--- src/rtl/seq_pattern_tx.sv ---
// Serial pattern generator driving a sequence-detector input: sends 1..8 latched
// bits per frame, idles GAP_CYCLES cycles, then repeats or reports completion.
//
// state | meaning
// IDLE  | waiting for start; ready=1
// SEND  | shifting latched pattern onto x1, one bit per cycle
// GAP   | x1 held low for GAP_CYCLES cycles between frames
// DONE  | one-cycle done pulse before returning to IDLE
module seq_pattern_tx #(
  parameter int unsigned GAP_CYCLES = 2,
  parameter bit          MSB_FIRST  = 1'b1
) (
  input  logic       clk,
  input  logic       rst,
  input  logic       start,
  input  logic [7:0] data,
  input  logic [2:0] len,
  input  logic       repeat_en,
  input  logic       abort,
  output logic       x1,
  output logic       ready,
  output logic       busy,
  output logic       done,
  output logic [2:0] bit_idx,
  output logic [3:0] frame_cnt
);

  typedef enum logic [1:0] {IDLE, SEND, GAP, DONE} state_e;

  localparam logic [3:0] GAP_LAST = 4'(GAP_CYCLES - 1);

  state_e     state_q;
  logic [7:0] pat_q;
  logic [2:0] len_q;
  logic [2:0] idx_q;
  logic [2:0] idx_d;
  logic [3:0] gap_q;
  logic       x1_q;
  logic       ready_q;
  logic       busy_q;
  logic       done_q;
  logic [3:0] frame_cnt_q;

  // Bit k of a frame of n+1 bits, in the configured transmit order.
  function automatic logic pick_bit(input logic [7:0] pat, input logic [2:0] n,
                                    input logic [2:0] k);
    logic [2:0] pos;
    pos = MSB_FIRST ? (n - k) : k;
    return pat[pos];
  endfunction

  assign idx_d = idx_q + 3'd1;

  always_ff @(posedge clk) begin
    if (rst) begin
      state_q     <= IDLE;
      pat_q       <= 8'd0;
      len_q       <= 3'd0;
      idx_q       <= 3'd0;
      gap_q       <= 4'd0;
      x1_q        <= 1'b0;
      ready_q     <= 1'b1;
      busy_q      <= 1'b0;
      done_q      <= 1'b0;
      frame_cnt_q <= 4'd0;
    end else if (abort) begin
      state_q <= IDLE;
      idx_q   <= 3'd0;
      x1_q    <= 1'b0;
      ready_q <= 1'b1;
      busy_q  <= 1'b0;
      done_q  <= 1'b0;
    end else begin
      case (state_q)
        IDLE: begin
          if (start) begin
            state_q <= SEND;
            pat_q   <= data;
            len_q   <= len;
            idx_q   <= 3'd0;
            x1_q    <= pick_bit(data, len, 3'd0);
            ready_q <= 1'b0;
            busy_q  <= 1'b1;
          end
        end
        SEND: begin
          if (idx_q == len_q) begin
            state_q     <= GAP;
            gap_q       <= GAP_LAST;
            idx_q       <= 3'd0;
            x1_q        <= 1'b0;
            frame_cnt_q <= frame_cnt_q + 4'd1;
          end else begin
            idx_q <= idx_d;
            x1_q  <= pick_bit(pat_q, len_q, idx_d);
          end
        end
        GAP: begin
          if (gap_q == 4'd0) begin
            // Repeats reuse the latched pattern; live data/len are not looked at.
            if (repeat_en) begin
              state_q <= SEND;
              x1_q    <= pick_bit(pat_q, len_q, 3'd0);
            end else begin
              state_q <= DONE;
              busy_q  <= 1'b0;
              done_q  <= 1'b1;
            end
          end else begin
            gap_q <= gap_q - 4'd1;
          end
        end
        DONE: begin
          state_q <= IDLE;
          done_q  <= 1'b0;
          ready_q <= 1'b1;
        end
        default: begin
          state_q <= IDLE;
          x1_q    <= 1'b0;
          ready_q <= 1'b1;
          busy_q  <= 1'b0;
          done_q  <= 1'b0;
        end
      endcase
    end
  end

  assign x1        = x1_q;
  assign ready     = ready_q;
  assign busy      = busy_q;
  assign done      = done_q;
  assign bit_idx   = idx_q;
  assign frame_cnt = frame_cnt_q;

endmodule

--- config.mk ---
export PLATFORM = sky130hd
export DESIGN_NAME = seq_pattern_tx
export DESIGN_NICKNAME = d
export VERILOG_FILES = /design/src/rtl/seq_pattern_tx.sv
export SDC_FILE = /design/constraint.sdc
export NUM_CORES = 1
export LEC_CHECK = 0
export CORE_MARGIN = 10
export CORE_UTILIZATION = 49
export CTS_BUF_LIST = sky130_fd_sc_hd__clkbuf_4 sky130_fd_sc_hd__clkbuf_8
export DETAILED_ROUTE_END_ITERATION = 6
export HOLD_SLACK_MARGIN = 0.1
export PLACE_DENSITY = 0.74
export SYNTH_ARGS = -nofsm -noshare
export SYNTH_HDL_FRONTEND = slang
export SYNTH_SLANG_ARGS = --single-unit
--- constraint.sdc ---
create_clock -name clk -period 2.3 [get_ports clk]
set_clock_uncertainty 0.2 [all_clocks]
set_input_delay 0.46 -clock clk [delete_from_list [all_inputs] [get_ports clk]]
set_output_delay 0.46 -clock clk [all_outputs]
set_load 0.1 [all_outputs]
==> impl_metrics.env <==
export IMPL_status="finished, violations left"
export IMPL_violations="setup timing"
export IMPL_die_w_um=76.7
export IMPL_path_class="reg -> reg"
export IMPL_synth_distinct_cells=42
export IMPL_die_y_um=76.7
export IMPL_synth_cell_area_mm2=0.00158
export IMPL_min_from="done"
export IMPL_yosysSeqAreaShare=0.356
export IMPL_die_area_mm2=0.00589
export IMPL_clock_latency_ps=340
export IMPL_async_reset_ff_frac=0
export IMPL_setup_viol=1
export IMPL_fin_util=0.657
export IMPL_cts_tree="done"
export IMPL_final_max_slew_viol_count=0
export IMPL_grt_max_degree=17
export IMPL_grt_ovfl_total=0
export IMPL_synth_edff_count=0
export IMPL_cp_required_ps=2310
export IMPL_fin_crit_ps=2420
export IMPL_syn_nets=190
export IMPL_rows=20
export IMPL_cp_max_fo=2
export IMPL_area_growth_pct=28.2
export IMPL_power_uw=1080
export IMPL_place_congestion=0.878
export IMPL_wl_um=3530
export IMPL_port_buffers=26
export IMPL_antenna_cells=0
export IMPL_cts_root_buf="clkbuf_4"
export IMPL_nets=227
export IMPL_dpl_hpwl_um=2890
export IMPL_route_detailed_drc=0
export IMPL_cts_made_buffers=3
export IMPL_crit_buf_inv=0
export IMPL_slew_headroom=0.738
export IMPL_fin_ws_ps=-116
export IMPL_drt_first_pass_iters=4
export IMPL_crit_path_end_kind="register"
export IMPL_num_vias=1281
export IMPL_period_share=1.05
export IMPL_whs_endpoint="done"
export IMPL_r2r_end="x1"
export IMPL_ys_ff_latch=28
export IMPL_tightest_slew_ps=390
export IMPL_drive_gt1_frac=0.220
export IMPL_start_util=0.512
export IMPL_yosys_warnings=0
export IMPL_r2r_start="bit_idx[1]"
export IMPL_slowest_delay_ps=560
export IMPL_powerDensity_mw_per_mm2=532
export IMPL_cts_sinks=28
export IMPL_routedWlPerCell_um=14.5
export IMPL_synthFlopType="dfxtp_1"
export IMPL_first_global_vias=1374
export IMPL_ff2ff_path_depth=6
export IMPL_postRouteAntennaNets=0
export IMPL_htreeDepth=1
export IMPL_ios=27
export IMPL_rrSetupSlack_ps=-120
export IMPL_maxCapViolations=0
export IMPL_grt_pass1_wl_um=6210
export IMPL_ir_worst_vdd_uv=338
export IMPL_drt_iter0_drc=93
export IMPL_leakage_uw=0.000857
export IMPL_antenna_found_initial=0
export IMPL_syn_inst=164
export IMPL_hold_path_depth=2
export IMPL_fp_coreArea_mm2=0.00308
export IMPL_hold_violations=0
export IMPL_critPathArrivalTime_ps=2420
export IMPL_clk_pin_slew_worst_paths_ps=170
export IMPL_max_clock_freq_ghz=0.414
export IMPL_avgSynthCellArea_um2=9.61
export IMPL_clockBufferDepth=2
export IMPL_cp_slowest_cell="fa_1"
export IMPL_rsz0062_at_grt="true"
export IMPL_cpLargestDelayFamily="adder cells"
export IMPL_startpoint_type="register"
export IMPL_viasPerCell=5.25
export IMPL_crit_chain="ha_4 -> fa_1 -> mux4_2 -> mux2_4 -> a21oi_2 -> a311oi_1"
export IMPL_track_usage=0.124
export IMPL_holdCritPathClass="reg -> reg"
cells in the final DEF, fill, tap and decap left out, drive strengths merged, types with 2 or more instances in the layout:
master	count
mux4	6
nor4	3
nor3	2
nand2	7
ha	9
inv	10
buf	22
nand3b	2
nand2b	2
or2	2
o21ai	4
nand3	3
clkdlybuf4s50	15
dfxtp	28
xor2	5
a211oi	2
nor2	27
mux2i	15
a21oi	8
clkbuf	3
xnor2	4
worst max-delay path by stage:
stage | from | to | depth (start not counted) | slack, ps
final | bit_idx[1] | x1 | 6 | -120
after detailed placement | bit_idx[1] | x1 | 6 | -110
after global placement | bit_idx[1] | x1 | 6 | -70
after floorplan | bit_idx[1] | x1 | 6 | -290
after CTS | bit_idx[1] | x1 | 6 | -110
after global routing | bit_idx[1] | x1 | 6 | -180
stage by stage:
| stage | instance area, um^2 | worst slack, ps | cells | TNS (ps) | hold slack, ps |
|---|---|---|---|---|---|
| 6_report | 2020 | -116 | 244 | -116 | 278 |
| 5_1_grt | 2020 | -184 | 244 | -184 | 315 |
| 4_1_cts | 2020 | -110 | 244 | -110 | 278 |
| 3_5_place_dp | 1950 | -111 | 239 | -111 | 258 |
| 3_3_place_gp | 1950 | -71.0 | 239 | -71.0 | 240 |
| 2_1_floorplan | 1600 | -287 | 164 | -1260 | 275 |
synth_stat cells (2+ instances only):
cell	instances	area (um^2)
nand3_1	3	15.0
nor2_1	27	101
a21oi_1	8	40.0
mux2i_1	15	150
mux4_2	6	135
nand2_1	7	26.3
clkbuf_1	3	11.3
nand3b_1	2	15.0
o21ai_0	4	20.0
xor2_1	4	35.0
inv_1	10	37.5
nor3_1	2	10.0
xnor2_1	4	35.0
ha_1	9	113
a211oi_1	2	15.0
nor4_1	2	12.5
nand2b_1	2	12.5
dfxtp_1	28	561
or2_2	2	12.5
buf_2	2	10.0
state kept, by name, indices dropped and copies added, names as in the netlist:
register   flops
pat_q          8
frame_cnt      4
gap_q          4
bit_idx        3
len_q          3
state_q        2
busy           1
done           1
ready          1
x1             1
layout make-up:
type,count,area (um^2)
Timing Repair Buffer,37,315
Fill cell,267,1060
Inverter,10,40.0
Clock buffer,3,22.5
Clock inverter,1,30.0
Sequential cell,28,568
Multi-Input combinational cell,121,990
Tap cell,44,55.1
worst reg2reg max path, cell delays in order (launching register included):
cell	delay, ps
dfxtp_4	380
ha_4	240
fa_1	560
mux4_2	500
mux2_4	270
a21oi_2	110
a311oi_1	50
layer usage:
| metal | global-route usage | share of wire |
|---|---|---|
| met2 | 0.220 | 0.50 |
| met5 | 0 | 0 |
| met4 | 0.0483 | 0.0085 |
| met1 | 0.140 | 0.46 |
| met3 | 0.0291 | 0.033 |
where the power goes:
part	total (uW)	leakage, uW	internal [uW]	switching (uW)
sequential	519	0.000229	502	16.9
combinational	230	0.000600	109	121
clock	326	0.0000279	176	150
total	1080	0.000857	788	288
kinds of logic after synthesis:
| family | Yosys count | share of synthesized area |
|---|---|---|
| AO/OA/AOI/OAI | 22 | 0.0865 |
| XOR/XNOR | 9 | 0.0548 |
| adder cells (fa/ha/maj) | 10 | 0.0841 |
| buffers and inverters | 15 | 0.0373 |
| flip-flops | 28 | 0.356 |
| multiplexers | 22 | 0.188 |
| AND/OR/NAND/NOR | 58 | 0.194 |
what timing repair did:
action                                  in CTS  in global routing
buffers inserted                             1                  0
endpoints found under the setup margin       1                  1
resized for setup                            3                  0
hold buffers                                 0                  0
pin swaps                                    3                  2
No activity file was read; power rests on OpenSTA's default activity.
